File: src/rtl/pcm_in_sched.sv
// Round-robin scheduler that time-shares one PCM-decode/subtract datapath across four channels.
// Each grant runs IDLE -> LOAD -> EVAL -> DONE: operands are frozen, the difference is captured, then ACK/D_VLD pulse.
module pcm_in_sched #(
   parameter int NCH = 4
) (
   input  logic              clk_i,
   input  logic              rst_i,
   input  logic [NCH-1:0]    req_i,
   input  logic [8*NCH-1:0]  ch_s_i,
   input  logic [15*NCH-1:0] ch_se_i,
   input  logic [NCH-1:0]    ch_law_i,
   output logic [7:0]        dp_s_o,
   output logic [14:0]       dp_se_o,
   output logic              dp_law_o,
   input  logic [15:0]       dp_d_i,
   output logic [NCH-1:0]    ack_o,
   output logic [15:0]       d_out_o,
   output logic [1:0]        d_ch_o,
   output logic              d_vld_o
);

   typedef enum logic [1:0] {
      IDLE,
      LOAD,
      EVAL,
      DONE
   } state_t;

   state_t          state_q;
   logic [1:0]      ptr_q;
   logic [1:0]      grantCh_q;
   logic [7:0]      dpS_q;
   logic [14:0]     dpSe_q;
   logic            dpLaw_q;
   logic [15:0]     dOut_q;
   logic [1:0]      dCh_q;
   logic [NCH-1:0]  ack_q;
   logic            dVld_q;

   logic [1:0]      rrPick_d;
   logic [1:0]      rrIdx;
   logic            rrHit;
   logic [4:0]      sBase;
   logic [5:0]      seBase;

   // Scan upward from the pointer, wrapping 3 -> 0, and keep the first requester found.
   always_comb begin
      rrPick_d = ptr_q;
      rrHit    = 1'b0;
      rrIdx    = ptr_q;
      for (int k = 0; k < 4; k++) begin
         rrIdx = ptr_q + 2'(k);
         if (!rrHit && req_i[rrIdx]) begin
            rrPick_d = rrIdx;
            rrHit    = 1'b1;
         end
      end
   end

   assign sBase  = {grantCh_q, 3'b000};
   assign seBase = 6'(grantCh_q) * 6'd15;

   // ACK and D_VLD default low so they can only ever be single-cycle pulses.
   always_ff @(posedge clk_i or posedge rst_i) begin
      if (rst_i) begin
         state_q   <= IDLE;
         ptr_q     <= 2'd0;
         grantCh_q <= 2'd0;
         dpS_q     <= 8'd0;
         dpSe_q    <= 15'd0;
         dpLaw_q   <= 1'b0;
         dOut_q    <= 16'd0;
         dCh_q     <= 2'd0;
         ack_q     <= '0;
         dVld_q    <= 1'b0;
      end else begin
         ack_q  <= '0;
         dVld_q <= 1'b0;
         case (state_q)
            IDLE: begin
               if (|req_i) begin
                  grantCh_q <= rrPick_d;
                  ptr_q     <= rrPick_d + 2'd1;
                  state_q   <= LOAD;
               end
            end
            LOAD: begin
               dpS_q   <= ch_s_i[sBase +: 8];
               dpSe_q  <= ch_se_i[seBase +: 15];
               dpLaw_q <= ch_law_i[grantCh_q];
               state_q <= EVAL;
            end
            EVAL: begin
               dOut_q  <= dp_d_i;
               dCh_q   <= grantCh_q;
               state_q <= DONE;
            end
            DONE: begin
               ack_q[grantCh_q] <= 1'b1;
               dVld_q           <= 1'b1;
               state_q          <= IDLE;
            end
            default: state_q <= IDLE;
         endcase
      end
   end

   assign dp_s_o   = dpS_q;
   assign dp_se_o  = dpSe_q;
   assign dp_law_o = dpLaw_q;
   assign ack_o    = ack_q;
   assign d_out_o  = dOut_q;
   assign d_ch_o   = dCh_q;
   assign d_vld_o  = dVld_q;

endmodule

File: config.mk
export PLATFORM = sky130hd
export DESIGN_NAME = pcm_in_sched
export DESIGN_NICKNAME = d
export VERILOG_FILES = /design/src/rtl/pcm_in_sched.sv
export SDC_FILE = /design/constraint.sdc
export NUM_CORES = 1
export LEC_CHECK = 0
export ABC_AREA = 1
export CAP_MARGIN = 20
export CELL_PAD_IN_SITES_DETAIL_PLACEMENT = 0
export CELL_PAD_IN_SITES_GLOBAL_PLACEMENT = 1
export CORE_MARGIN = 2
export CORE_UTILIZATION = 24
export CTS_CLUSTER_DIAMETER = 100
export CTS_CLUSTER_SIZE = 20
export DETAILED_ROUTE_END_ITERATION = 7
export GPL_ROUTABILITY_DRIVEN = 0
export PLACE_DENSITY_LB_ADDON = 0.1
export RECOVER_POWER = 50
export SYNTH_ARGS = -nofsm -noshare
export SYNTH_HDL_FRONTEND = slang
export SYNTH_SLANG_ARGS = --single-unit
File: constraint.sdc
create_clock -name clk_i -period 1.4 [get_ports clk_i]
set_input_delay 0.14 -clock clk_i [delete_from_list [all_inputs] [get_ports clk_i]]
set_output_delay 0.14 -clock clk_i [all_outputs]
set_load 0.01 [all_outputs]
======== Word-level counts from Yosys, hierarchy flattened ========
Index checks and enable logic that the tools add are counted.
storage, ports and cells
  bits in read-only memories .............. 0
  memory bits (writable) .................. 0
  flip-flop bits (word level) ............. 53
  logic and storage cells ................. 59
  memories kept ........................... 0
  output and inout bits ................... 47
  input bits .............................. 118
  latch bits .............................. 0
operators by class
  $mul .................................... 1
  eq/ne operators ......................... 4
  reduce and logical (&&, ||, !) cells .... 10
  shift-type cells ........................ 2
  add/sub/neg operators ................... 4
  order comparisons ....................... 6
  divide/modulo/power cells ............... 0
  muxes and demuxes ....................... 22
  bitwise logic cells ..................... 0
operator list
  cell                 count
  $shiftx 60x7->15     1
  $shiftx 32x6->8      1
  $lt 2x3->1 const B   5
  $bmux 1 s2           5
  $mux 1               10
  $mux 2               4
  $pmux 2 s4           1
  $mul 2x4->6 const B  1
  $add 2x1->2 const B  2
  $add 2x2->2 const B  2
  $eq 2x2->1 const B   2
  $logic_and 1x1->1    4
  $mux 4               1
  $reduce_or 4->1      1
  $logic_not 1->1      3
  $demux 1 s2          1
  $eq 2x1->1 const B   1
  $ge 2x1->1 const B   1
  $logic_not 2->1      1
  $ne 2x2->1 const B   1
  $reduce_and 2->1     1

======== Longest topological paths before layout ========
Gate-level depths: netlist (run 1).
  depth after elaboration ................. 13
  depth in mapped cells ................... 14
  mapped depth without buffers ............ 13

======== Worst setup path before layout (run 1) ========
Ideal clock, no wire load.
  kind .................................... reg2reg
  from .................................... register state_q[0]
  to ...................................... register dOut_q[10] (netlist: d_out_o[10])
  period minus slack after synthesis ...... 1.470 ns
  buffers on the path ..................... 1
  arrival time ............................ 1.346 ns
  setup time .............................. 0.125 ns
  data required time ...................... 1.275 ns
  path slack .............................. -0.070 ns
  cell stages (with the launch flop) ...... 5
  cell sequence ........................... dfrtp_1 inv_1 ha_1 clkbuf_1 mux2_2
on the way
  longest elaborated chain between the ends .. 1
RTL lines
  element                 line  RTL
  start, declared         29    state_t state_q;
  start signal, assigned  66    state_q <= IDLE;
  start signal, assigned  84    state_q <= LOAD;
  start signal, assigned  91    state_q <= EVAL;
  $eq 2x2->1              79    case (state_q)
  end signal, assigned    94    dOut_q <= dp_d_i;
  end, declared           35    logic [15:0] dOut_q;
No other way between the ends.
A chain may end at the register's enable or synchronous reset.

======== Final worst setup path (run 1) ========
  from .................................... register ptr_q[0]
  to ...................................... register grantCh_q[1]
on the way
  longest elaborated chain between the ends .. 12
  elaborated cells between the ends (all ways) .. 23
  classes of those cells .................. add/sub: 3; mux: 14; reduce/logical: 6
RTL lines
  element                                               line  RTL
  start, declared                                       30    logic [1:0] ptr_q;
  start signal, assigned                                83    ptr_q <= rrPick_d + 2'd1;
  branches (longest 11 deep; another with $add 2x1->2)  -
  $mux 2 (*)                                            53    if (!rrHit && req_i[rrIdx]) begin
  end signal, assigned                                  82    grantCh_q <= rrPick_d;
  end, declared                                         31    logic [1:0] grantCh_q;
Every way passes the cells marked *. The select of a mux whose other input is x is not followed.

==> flow_summary.toml, run 1 <==
[clocking]
cts.path.max_buffers = 2
cts-htree-levels = 2
hold_buffers = 0
cts_tree = "yes"
root_buffer = "clkbuf_16"
clkLatencyLatePin_ns = 0.30
path_clk_slew_ns = 0.08
cts_buffers = 5
cts_num_sinks = 53

[setup_path]
r2r_slack_ns = -0.22
endpoint_kind = "flip-flop"
cp-start-kind = "flip-flop"
worstReg2RegEnd = "grantCh_q[1]"
worstPathCellList = "buf_6 > nand2_2 > nand2_2 > nand2_2 > nand2_4 > nor2_4 > nand2_2 > nand2_2 > nand2_2 > nand2_2 > nand3_2 > and2_1"
cp_slowest_cell = "dfrtp_2"
ff2ff_path_depth = 12
crit_required_ns = 1.59
path_max_fanout = 5
r2r-start = "ptr_q[0]"
cp.arrival_ns = 1.81
crit_top_cell = "nand2_2"
max_stage_delay_ns = 0.47
crit_type = "flip-flop to flip-flop"

[detailed_routing]
drc_errors = 0
wl_met3_um = 582
ant_nets = 0
vias_per_cell = 4.63
firstDrtPassIters = 4
vias = 2936
wire_per_inst_um = 15.3
wl_met1_mm = 4.24
drtIter0Drc = 96
drt-total-wl_mm = 9.73
highest_layer = "met4"
dr_wl_met2_mm = 4.77

[placement]
placed_cells = 620
hpwl_mm = 6.65
dpl_cell_area_um2 = 4760
numPortBuffers = 164

[floorplanning]
initial_core_util = 0.243
fp.dieW_um = 111
die_y_um = 111
rows = 39
dieArea_um2 = 12300
ios = 165
coreArea_um2 = 11300

[timing]
layout_min_cycle_time_ns = 1.62
max_freq_ghz = 0.619
hold_viol = 0
tightest_slew_ns = 0.754
fin_ws_ns = -0.217
setup_viol = 4
clock_skew_ns = 0.00574
timing.hold.ws_ns = 0.430
slew_headroom = 0.498
maxSlewViolCount = 0
setup_tns_ns = -0.648
min_period_over_period = 1.15
rsz0062_at_grt = "true"

[synth]
ys_seq_area_frac = 0.484
syn_nets = 432
synth_cells = 310
synth_area_um2 = 2740
synth.distinct_cells = 25
synth-seq-cells = 53
synth.avg_cell_area_um2 = 8.84
synth_warnings = 0

[power]
power_frac_seq = 0.256
switching_share = 0.396
intPower_mw = 6.48
power.leakage_nw = 2.07
total_power_mw = 10.7
netSwitchingPower_mw = 4.25
ir_drop_mv = 0.797
comb_power_share = 0.622
power_density_nw_per_um2 = 2120
power_frac_clock = 0.122

[layout]
final_cells = 634
fin_area_um2 = 5050
area_growth_pct = 84.5
diodes = 0
register_area_um2 = 1330
drive_gt1_frac = 0.173
multi_input_area_um2 = 1370
fillerInstances = 1146
final_nets = 612

[global_route]
grt.total_usage = 0.148
gr-total-overflow = 0
grt_pass1_vias = 2862
grt_first_pass_wirelength_mm = 14.7
grt_start_max_net_pins = 54
antenna_found_initial = 0

[min_path]
hold_depth = 3
min_from = "ch_s_i[27]"
min_to = "dp_s_o[3]"
min_path_type = "input pin to flip-flop"

[status]
outcome = "finished with violations"
violations = "negative setup slack"

[run]
maxCapViolCount = 0
power groups by stage:
| stage | Clock (mW) | Sequential, mW | Combinational (mW) |
|---|---|---|---|
| 6_report | 1.31 | 2.75 | 6.67 |
| 5_1_grt | 1.44 | 2.85 | 7.32 |
| 4_1_cts | 1.37 | 2.74 | 6.33 |
| 3_5_place_dp | 0 | 2.75 | 6.27 |
| 3_3_place_gp | 0 | 2.73 | 6.23 |
| 2_1_floorplan | 0 | 3.03 | 2.93 |
registers in the layout (all words and copies together) (netlist names):
register and flops:
d_out_o 16, dp_se_o 15, d_ch_o 2, state_q 2, dp_s_o 8, ack_o 4, d_vld_o 1, dp_law_o 1
grantCh_q 2, ptr_q 2
worst max-delay path by stage:
| stage | startpoint | to | slack (ns) | cells past startpoint |
|---|---|---|---|---|
| after global placement | req_i[0] | ptr_q[1] | -0.35 | 8 |
| after floorplan | ptr_q[0] | grantCh_q[1] | -0.04 | 12 |
| after CTS | ptr_q[0] | grantCh_q[1] | -0.17 | 12 |
| after detailed placement | req_i[3] | grantCh_q[1] | -0.32 | 11 |
| final | ptr_q[0] | grantCh_q[1] | -0.22 | 12 |
| after global routing | ptr_q[0] | ptr_q[1] | -0.30 | 13 |
synthesized netlist by cell type:
| master | n | area [µm²] |
|---|---|---|
| a22oi_1 | 30 | 225 |
| nand3_1 | 15 | 75.1 |
| o21ai_0 | 4 | 20.0 |
| a21oi_1 | 2 | 10.0 |
| nand4_1 | 1 | 6.26 |
| clkbuf_1 | 11 | 41.3 |
| ha_1 | 4 | 50.1 |
| buf_2 | 4 | 20.0 |
| buf_6 | 1 | 11.3 |
| and2_1 | 1 | 6.26 |
| a31oi_1 | 6 | 37.5 |
| buf_4 | 2 | 15.0 |
| nor2_4 | 1 | 11.3 |
| inv_2 | 2 | 7.51 |
| nand2_2 | 2 | 12.5 |
| nor3_1 | 3 | 15.0 |
| nor2_1 | 31 | 116 |
| inv_1 | 13 | 48.8 |
| mux2_2 | 16 | 180 |
| o21a_1 | 1 | 7.51 |
| nor2_2 | 1 | 6.26 |
| nand2_1 | 87 | 327 |
| nor4_1 | 1 | 6.26 |
| dfrtp_1 | 53 | 1330 |
| a41oi_1 | 18 | 158 |
per-stage QoR:
step                      utilization  setup WS [ns]
final                           0.448         -0.217
after global routing            0.448         -0.298
after CTS                       0.438         -0.168
after detailed placement        0.423         -0.322
after global placement          0.423         -0.348
after floorplan                     -        -0.0371
worst max-delay path: cells and delay by family, from the launching register on:
family        cells  cell delay (ns)
simple gates     11             0.89
flops             1             0.47
buf+inv           1             0.16
layer usage:
metal	track usage	up-vias
li1	-	1440
met1	0.194	1380
met2	0.245	106
met3	0.0344	10
met4	0.0433	0
met5	0	-
placed cells by master, fill, tap and decap left out, types with 3 or more instances in the layout:
cell / instances
nor3_1: 3
clkbuf_16: 7
dfrtp_1: 51
nand2_2: 16
a41oi_1: 18
a31oi_1: 6
a22oi_1: 30
nand2_1: 71
inv_1: 12
nor2_2: 4
clkdlybuf4s50_1: 162
nand3_1: 10
buf_12: 6
ha_1: 3
nand3_2: 5
buf_4: 13
o21ai_0: 4
mux2_2: 16
nor2_1: 27
layout make-up:
class                           count  share of cell area
Clock buffer                        5              0.0248
Clock inverter                      3             0.00569
Inverter                           15              0.0134
Multi-Input combinational cell    224               0.272
Sequential cell                    53               0.263
Tap cell                          143              0.0354
Timing Repair Buffer              190               0.385
Timing Repair inverter              1            0.000990
cells by family after synthesis:
family                   share of synthesized area
AND/OR/NAND/NOR                              0.212
AO/OA/AOI/OAI                                0.167
flip-flops                                   0.484
buffers and inverters                       0.0525
multiplexers                                0.0658
adder cells (fa/ha/maj)                     0.0183
what timing repair did:
| item | CTS | global route |
|---|---|---|
| endpoints found under the hold margin | 0 | 0 |
| pin swaps | 0 | 12 |
| resized for setup | 3 | 29 |
| cloned | 1 | 3 |
| setup endpoints to repair | 4 | 25 |
| buffers inserted | 1 | 1 |
(Power assumes the default switching activity.)
==> run 2, diff against run 1 <==
--- a/config.mk
+++ b/config.mk
@@ -16,7 +16,6 @@
 export DETAILED_ROUTE_END_ITERATION = 7
 export GPL_ROUTABILITY_DRIVEN = 0
 export PLACE_DENSITY_LB_ADDON = 0.1
-export RECOVER_POWER = 50
 export SYNTH_ARGS = -nofsm -noshare
 export SYNTH_HDL_FRONTEND = slang
 export SYNTH_SLANG_ARGS = --single-unit
==> run 2 against run 1 <==
  * The run still ends with negative setup slack left
  * Sequential share of layout area down 0.22 points
  * Register-to-register slack about the same
  * Sequential power about the same
  * Combinational power up 1%
  * Count of clock-buffer cells in the layout unchanged
  * Clock power about the same
  * Cell area up 0.84%
  * Setup slack better by 0.0018 ns
  * Final cell count unchanged
  * Wire length down 0.11%
  * Sequential cell count unchanged
  * Die area unchanged
==> flow_summary.toml, run 2 (synthesized netlist as in run 1, its figures left out) <==
[status]
outcome = "finished with violations"
violations = "negative setup slack"

[detailed_routing]
drc_errors = 0
vias_per_cell = 4.64
drtIter0Drc = 88
firstDrtPassIters = 4
ant_nets = 0
vias = 2941
wire_per_inst_um = 15.3
drt-total-wl_mm = 9.72

[layout]
fin_area_um2 = 5100
final_cells = 634
final_cell_mix = "clkdlybuf4s50_1 (163), nand2_1 (71), dfrtp_1 (51)"
largest_reg_flops = 16
area_growth_pct = 86.0
diodes = 0
layout_commonest_cell = "clkdlybuf4s50_1"
final_nets = 612
drive_gt1_frac = 0.179
fillerInstances = 1144

[placement]
placed_cells = 620
hpwl_mm = 6.65
numPortBuffers = 164
dpl_cell_area_um2 = 4760

[floorplanning]
dieArea_um2 = 12300
die_y_um = 111
initial_core_util = 0.243
fp.dieW_um = 111
rows = 39
coreArea_um2 = 11300
ios = 165

[setup_path]
cp.arrival_ns = 1.80
path_max_fanout = 5
worstReg2RegEnd = "grantCh_q[1]"
crit_required_ns = 1.59
endpoint_kind = "flip-flop"
r2r_slack_ns = -0.21
endpoint = "grantCh_q[1]"
cp-start-kind = "flip-flop"
ff2ff_path_depth = 12
r2r-start = "ptr_q[0]"
critPathLaunch = "ptr_q[0]"
crit_type = "flip-flop to flip-flop"

[clocking]
cts.path.max_buffers = 2
clkLatencyLatePin_ns = 0.30
root_buffer = "clkbuf_16"
hold_buffers = 0
cts_num_sinks = 53
path_clk_slew_ns = 0.08
cts-htree-levels = 2
cts_buffers = 5
cts_tree = "yes"

[run]
maxCapViolCount = 0

[global_route]
antenna_found_initial = 0
grt_start_max_net_pins = 54
grt_first_pass_wirelength_mm = 14.7
gr-total-overflow = 0
grt_pass1_vias = 2862
grt.total_usage = 0.148

[timing]
max_freq_ghz = 0.619
fin_ws_ns = -0.215
maxSlewViolCount = 0
clock_skew_ns = 0.00843
slew_headroom = 0.802
tightest_slew_ns = 0.298
setup_tns_ns = -0.640
rsz0062_at_grt = "true"
timing.hold.ws_ns = 0.256
layout_min_cycle_time_ns = 1.61
setup_viol = 4
hold_viol = 0
min_period_over_period = 1.15

[power]
power_density_nw_per_um2 = 2120
power.leakage_nw = 2.08
ir_drop_mv = 0.810

[min_path]
min_path_type = "input pin to async pin"
## run 2: changes by cell type in the layout (fill, tap and decap cells not counted), sizes merged
cell and change:
dlygate4sd3 -1, dlymetal6s2s +1, clkbuf -3, clkdlybuf4s50 +1
buf +3, clkdlybuf4s25 -1
## run 2: per-layer routing
metal,vias to the layer above,track usage,wire [µm]
met4,0,0.0433,143
met1,1379,0.194,4290
met3,10,0.0344,610
met5,-,0,0
met2,116,0.245,4670
li1,1436,-,-
## run 2: layout make-up
class | instances | area (µm²) | share of cell area
well taps | 143 | 179 | 0.0351
clock buffers | 5 | 125 | 0.0245
flip-flops and latches | 53 | 1330 | 0.261
inverters | 15 | 67.6 | 0.0133
clock inverters | 3 | 28.8 | 0.00565
repair inverters | 1 | 5.00 | 0.000982
repair buffers | 190 | 1980 | 0.389
multi-input cells | 224 | 1380 | 0.271
## run 2: worst max-delay path: stages (launching register included)
cell,delay [ns]
dfrtp_2,0.47
buf_6,0.16
nand2_2,0.06
nand2_2,0.06
nand2_2,0.08
nand2_4,0.07
nor2_4,0.15
nand2_2,0.07
nand2_2,0.07
nand2_2,0.05
nand2_2,0.08
nand3_2,0.06
and2_1,0.14
## run 2: worst min path at each step
| stage | slack, ns | start | end |
|---|---|---|---|
| floorplan | 0.20 | rst_i | ack_o[0] |
| CTS | 0.27 | rst_i | dp_s_o[2] |
| finish | 0.26 | rst_i | d_out_o[6] |
| global placement | 0.49 | d_out_o[6] | d_out_o[6] |
| global route | 0.31 | rst_i | dp_s_o[2] |
| detailed placement | 0.50 | d_out_o[13] | d_out_o[13] |
## run 2: power by group
group	switching (mW)	leakage, nW	internal [mW]	total [mW]
Sequential	0.438	0.613	2.31	2.75
Combinational	3.20	1.39	3.55	6.76
Clock	0.628	0.0763	0.687	1.32
Total	4.27	2.08	6.55	10.8
## run 2: through the flow
step                setup slack (ns)  power (mW)  utilization
floorplan                    -0.0371        5.96            -
global placement              -0.348        8.96        0.423
detailed placement            -0.322        9.02        0.423
CTS                           -0.168        10.4        0.438
global route                  -0.298        11.7        0.452
finish                        -0.215        10.8        0.452
## run 2: repair_timing
| item | 4_1_cts | 5_1_grt |
|---|---|---|
| buffers inserted | 1 | 1 |
| resized for setup | 3 | 29 |
| endpoints found under the setup margin | 4 | 25 |
| pin swaps | 0 | 12 |
| cloned | 1 | 3 |
